**src/rtl/opcode_err_pkg.sv**
```systemverilog
// Shared types, thresholds and the opcode classifier for the opcode error collector.
package opcode_err_pkg;

  typedef enum logic [1:0] {
    TYPE_LOW   = 2'd0,
    TYPE_HIGH  = 2'd1,
    TYPE_RANGE = 2'd2
  } err_type_e;

  localparam int unsigned OPC_HIGH_TH  = 32;
  localparam int unsigned OPC_RANGE_TH = 64;

  // The opcode is zero-extended to 32 bits so one classifier serves any OPW.
  function automatic err_type_e classify_opcode(input logic [31:0] opc);
    if (opc >= OPC_RANGE_TH) begin
      return TYPE_RANGE;
    end else if (opc >= OPC_HIGH_TH) begin
      return TYPE_HIGH;
    end else begin
      return TYPE_LOW;
    end
  endfunction

endpackage

```
**src/rtl/opcode_err_fifo.sv**
```systemverilog
// Report FIFO: power-of-two depth, wrapping pointers plus a separate occupancy count.
module opcode_err_fifo #(
  parameter int DEPTH = 4,
  parameter int WIDTH = 10
) (
  input  logic             clk,
  input  logic             rst,
  input  logic             push_i,
  input  logic             pop_i,
  input  logic [WIDTH-1:0] wdata_i,
  output logic [WIDTH-1:0] rdata_o,
  output logic             full_o,
  output logic             empty_o
);

  localparam int AW = (DEPTH > 1) ? $clog2(DEPTH) : 1;
  localparam int CW = AW + 1;

  logic [WIDTH-1:0] mem_q [DEPTH];
  logic [AW-1:0]    wrPtr_q, wrPtr_d;
  logic [AW-1:0]    rdPtr_q, rdPtr_d;
  logic [CW-1:0]    count_q, count_d;
  logic             doPush, doPop;

  assign full_o  = (count_q == CW'(DEPTH));
  assign empty_o = (count_q == '0);
  assign rdata_o = mem_q[rdPtr_q];

  // A push into a full FIFO is legal when the head leaves in the same cycle.
  assign doPop  = pop_i && !empty_o;
  assign doPush = push_i && (!full_o || doPop);

  always_comb begin
    wrPtr_d = wrPtr_q;
    rdPtr_d = rdPtr_q;
    count_d = count_q;
    if (doPush) begin
      wrPtr_d = (wrPtr_q == AW'(DEPTH - 1)) ? '0 : wrPtr_q + 1'b1;
    end
    if (doPop) begin
      rdPtr_d = (rdPtr_q == AW'(DEPTH - 1)) ? '0 : rdPtr_q + 1'b1;
    end
    case ({doPush, doPop})
      2'b10:   count_d = count_q + 1'b1;
      2'b01:   count_d = count_q - 1'b1;
      default: count_d = count_q;
    endcase
  end

  always_ff @(posedge clk or posedge rst) begin
    if (rst) begin
      wrPtr_q <= '0;
      rdPtr_q <= '0;
      count_q <= '0;
    end else begin
      wrPtr_q <= wrPtr_d;
      rdPtr_q <= rdPtr_d;
      count_q <= count_d;
    end
  end

  always_ff @(posedge clk) begin
    if (doPush) begin
      mem_q[wrPtr_q] <= wdata_i;
    end
  end

endmodule

```
**src/rtl/opcode_error_collector.sv**
```systemverilog
// Stages failing opcode checks, classifies them and queues reports for a consumer.
// Optional per-type push counters are enabled with macro OPCODE_ERR_STATS_EN.
module opcode_error_collector
  import opcode_err_pkg::*;
#(
  parameter int DEPTH = 4,
  parameter int OPW   = 8
) (
  input  logic           clk,
  input  logic           rst,
  input  logic           chk_valid,
  input  logic           chk_cond,
  input  logic [OPW-1:0] chk_opcode,
  input  logic           flush,
  output logic           rpt_valid,
  input  logic           rpt_ready,
  output logic [1:0]     rpt_type,
  output logic [OPW-1:0] rpt_opcode,
  output logic [7:0]     drop_cnt
`ifdef OPCODE_ERR_STATS_EN
  ,
  output logic [15:0]    type_cnt0,
  output logic [15:0]    type_cnt1,
  output logic [15:0]    type_cnt2
`endif
);

  logic           pendValid_q, pendValid_d;
  err_type_e      pendType_q, pendType_d;
  logic [OPW-1:0] pendOpc_q, pendOpc_d;
  logic [7:0]     dropCnt_q, dropCnt_d;

  logic           pushReq, pushAccept, dropEvent, popHead;
  logic           fifoFull, fifoEmpty;
  logic [OPW+1:0] headData;

  assign pendValid_d = chk_valid && !chk_cond;
  assign pendType_d  = classify_opcode(32'(chk_opcode));
  assign pendOpc_d   = chk_opcode;

  // Flush only ever kills the report already pending, never the one being staged.
  assign pushReq    = pendValid_q && !flush;
  assign popHead    = rpt_valid && rpt_ready;
  assign pushAccept = pushReq && (!fifoFull || popHead);
  assign dropEvent  = pushReq && fifoFull && !popHead;

  assign dropCnt_d = (dropEvent && (dropCnt_q != 8'hFF)) ? dropCnt_q + 8'd1 : dropCnt_q;

  always_ff @(posedge clk or posedge rst) begin
    if (rst) begin
      pendValid_q <= 1'b0;
      pendType_q  <= TYPE_LOW;
      pendOpc_q   <= '0;
      dropCnt_q   <= '0;
    end else begin
      pendValid_q <= pendValid_d;
      pendType_q  <= pendType_d;
      pendOpc_q   <= pendOpc_d;
      dropCnt_q   <= dropCnt_d;
    end
  end

  opcode_err_fifo #(
    .DEPTH (DEPTH),
    .WIDTH (OPW + 2)
  ) u_fifo (
    .clk     (clk),
    .rst     (rst),
    .push_i  (pushAccept),
    .pop_i   (popHead),
    .wdata_i ({pendType_q, pendOpc_q}),
    .rdata_o (headData),
    .full_o  (fifoFull),
    .empty_o (fifoEmpty)
  );

  // Head fields read as zero whenever nothing is queued.
  assign rpt_valid  = !fifoEmpty;
  assign rpt_type   = rpt_valid ? headData[OPW+1:OPW] : 2'd0;
  assign rpt_opcode = rpt_valid ? headData[OPW-1:0] : '0;
  assign drop_cnt   = dropCnt_q;

`ifdef OPCODE_ERR_STATS_EN
  logic [15:0] typeCnt0_q, typeCnt1_q, typeCnt2_q;

  always_ff @(posedge clk or posedge rst) begin
    if (rst) begin
      typeCnt0_q <= '0;
      typeCnt1_q <= '0;
      typeCnt2_q <= '0;
    end else if (pushAccept) begin
      if ((pendType_q == TYPE_LOW) && (typeCnt0_q != 16'hFFFF)) typeCnt0_q <= typeCnt0_q + 16'd1;
      if ((pendType_q == TYPE_HIGH) && (typeCnt1_q != 16'hFFFF)) typeCnt1_q <= typeCnt1_q + 16'd1;
      if ((pendType_q == TYPE_RANGE) && (typeCnt2_q != 16'hFFFF)) typeCnt2_q <= typeCnt2_q + 16'd1;
    end
  end

  assign type_cnt0 = typeCnt0_q;
  assign type_cnt1 = typeCnt1_q;
  assign type_cnt2 = typeCnt2_q;
`endif

endmodule

```
**config.mk**
```make
export PLATFORM = sky130hd
export DESIGN_NAME = opcode_error_collector
export DESIGN_NICKNAME = d
export VERILOG_FILES = /design/src/rtl/opcode_err_pkg.sv /design/src/rtl/opcode_err_fifo.sv /design/src/rtl/opcode_error_collector.sv
export SDC_FILE = /design/constraint.sdc
export NUM_CORES = 1
export LEC_CHECK = 0
export CAP_MARGIN = 10
export CELL_PAD_IN_SITES_DETAIL_PLACEMENT = 1
export CELL_PAD_IN_SITES_GLOBAL_PLACEMENT = 2
export CORE_MARGIN = 5
export CORE_UTILIZATION = 40
export CTS_CLUSTER_SIZE = 14
export DETAILED_ROUTE_END_ITERATION = 10
export PLACE_DENSITY = 0.88
export SLEW_MARGIN = 5
export SYNTH_ARGS = -nofsm -noshare
export SYNTH_HDL_FRONTEND = slang
export SYNTH_SLANG_ARGS = --single-unit
```
**constraint.sdc**
```tcl
create_clock -name clk -period 3.1 [get_ports clk]
set_clock_uncertainty 0.15 [all_clocks]
set_input_delay 0.465 -clock clk [delete_from_list [all_inputs] [get_ports clk]]
set_output_delay 0.465 -clock clk [all_outputs]
set_load 0.01 [all_outputs]
```
==> metrics <==
CP Capture Type output pin; part of the power in registers between 30 and 40%; Critical Path RT about 2.5 ns; vias in the first global route 1688; Static Leakage approximately 1.3 nW; Worst Max-Slew Pin Slew 0.563 ns; Mapped Cells 160; Fillers about 660; area delta synth->final 25.9%; DR vias between 1k and 1.5k; Routed Antenna Nets 0; status finished, final reports clean; largest net degree at the start of global routing 27; Post-synth EDFFs 40; global-route wire length before repair 8710 um; Worst VDD drop approximately 260 uV; post-DP HPWL 3480 um; critical path peak fanout 12; Crit. Startpoint u_fifo.rdPtr_q[1]; Yosys reg bits 66; I/O Buffers 32; Final min period about 2.7 ns; Pwr Total approximately 2.9 mW; Final Wtd Congestion around 0.74; Worst setup SP type flip-flop; final non-filler cell total around 290; CP Data Arrival Time 2.06 ns; clk root buf clkbuf_8; DRC Markers 0; die extent in x 92.2 um; die height about 90 um; CTS tree done; Netlist Area Pre-Place about 2700 um2; Syn Area/Cell roughly 17 um2; setup_tns 0 ns; R2R Path Start u_fifo.count_q[0]; top cell type's share of synthesized area approximately 44%; min-delay src pendOpc_q[5]; Fmax around 370 MHz; Power per Cell Area between 800 and 900 nW/um2; Final Max Slew Viols 0; syn nets 182; CP Buf/Inv Count 1; Synth area leader edfxtp_1; All-Layer GR Usage a little over an eighth; net switching power roughly 760 uW; Final Worst Setup Slack 0.421 ns; utilization after layout between 50 and 60%; critical-path cell list mux4_2 -> and2_1 -> clkdlybuf4s50_1; initial drt markers between 40 and 50; instance count on the critical path 3; H-tree levels 3; slowest cell delay on critical path approximately 0.7 ns; Seq/Total Area, Yosys 68.6%; period utilisation layout between 80% and 90%; synth warn 0; vias per inst just over 5; main flop type after synthesis edfxtp_1; ANT cells 0; ys async rst share 39.4%; Logic pwr share 27.3%; Starting Density between 40% and 50%; Setup CP Type flip-flop to output pin; max_cap viols 0; top cells by area, synth edfxtp_1 44%, dfrtp_1 24%, mux4_2 8.3%, ha_1 3.2%, and2_1 2.5%; DR pass1 iterations 4; synth cell count leaders 40 x edfxtp_1, 26 x dfrtp_1, 11 x and2_1, 10 x inv_1, 10 x mux4_2; nets 226; WHS Path Cells 0; cts hold-fix bufs 0; DR WL/cell 17.7 um; CP top delay family flip-flops; clock latency on the worst-skew pair roughly 0.33 ns; Core Area 6680 um2; Clock power frac 33.1%; Final setup viols 0; Clock Pin Slew Worst Setup and Hold Paths 0.07 ns; relative slew slack approximately 62%; clock sink total 66; dpl ws 0.391 ns; CTS resizes 0; HP Class flip-flop to flip-flop; full die area around 8500 um2; # rows 30; Cells after DPL around 270; Synth cell types 33; Num CTS Buffers 9; num ports 33; RSZ-0062 raised after global routing false; GRT overflow 0; Post-CTS Setup Bufs 0; initial antenna violation count 0; layout cell share with drive strength beyond 1 18.7%; CP max stage cell dfrtp_1; Clock Tree Buf Depth 2; Fin. Hold Viols 0; Detailed Route WL 5130 um; Switching Share 26.5%; internal power 2.10 mW; most numerous cell in the Yosys netlist edfxtp_1; r2r worst-path depth 8
## layout by cell type, fill, tap and decap left out, types with 2 or more instances in the layout
cell type / instances
edfxtp_1: 40
nand2b_1: 2
bufinv_16: 4
clkdlybuf4s50_1: 32
nand3_1: 5
o21ai_0: 3
nor4_2: 2
mux2_1: 3
nor2b_1: 2
mux2_2: 4
xnor2_1: 4
nor2_1: 4
nand2_1: 3
and2_1: 11
clkbuf_8: 9
xor2_1: 2
mux4_2: 10
inv_1: 10
ha_1: 7
buf_4: 5
and3_1: 5
o2111ai_1: 2
dfrtp_1: 26
## power by group through the flow
stage                     clock network, mW  registers [mW]  logic [mW]
after floorplan                           0            1.11       0.482
after global placement                    0            1.14       0.769
after detailed placement                  0            1.15       0.799
after CTS                             0.971            1.13       0.805
after global routing                   1.01            1.15       0.860
final                                 0.947            1.13       0.780
## logic make-up after synthesis
logic type | Yosys count | share of synthesized area [%]
flip-flops | 66 | 68.6
AO/OA/AOI/OAI | 6 | 1.48
multiplexers | 18 | 11.6
XOR/XNOR | 6 | 1.95
adder cells (fa/ha/maj) | 8 | 3.99
AND/OR/NAND/NOR | 42 | 10.1
buffers and inverters | 14 | 2.27
## per-stage QoR
| stage | hold WS, ns | cell area [um2] |
|---|---|---|
| CTS | 0.348 | 3400 |
| global route | 0.371 | 3400 |
| floorplan | 0.305 | 2700 |
| finish | 0.344 | 3400 |
| detailed placement | 0.334 | 3130 |
| global placement | 0.316 | 3130 |
## final cells by class
class                           instances  area (um2)  area share, %
Clock buffer                            9         124           3.64
Multi-Input combinational cell         80         787           23.2
Timing Repair Buffer                   37         358           10.5
Sequential cell                        66        1850           54.5
Inverter                               10        37.5           1.10
Clock inverter                          7         141           4.16
Tap cell                               80         100           2.94
## path summary, 6_finish.rpt
check | to | slack [ns]
worst max register to register | u_fifo.count_q[2] | 0.72
min in group asynchronous | u_fifo.wrPtr_q[0] | 0.35
worst max-delay path | rpt_opcode[5] | 0.42
max in group asynchronous | pendOpc_q[2] | 2.18
worst min register to register | u_fifo.mem_q[0][5] | 0.34
worst min-delay path | u_fifo.mem_q[0][5] | 0.34
## layer usage
layer,track usage [%],part of all wire [%]
met3,3.77,3.9
met5,0,0
met2,23.6,52
met4,5.94,1.4
met1,16.0,43
## registers in the layout (all words and copies together), names as in the netlist
signal / flops
u_fifo.wrPtr_q: 2
u_fifo.mem_q: 40
u_fifo.rdPtr_q: 2
drop_cnt: 8
pendType_q: 2
pendValid_q: 1
pendOpc_q: 8
u_fifo.count_q: 3
Note: power is estimated with default switching activity, not from simulation.
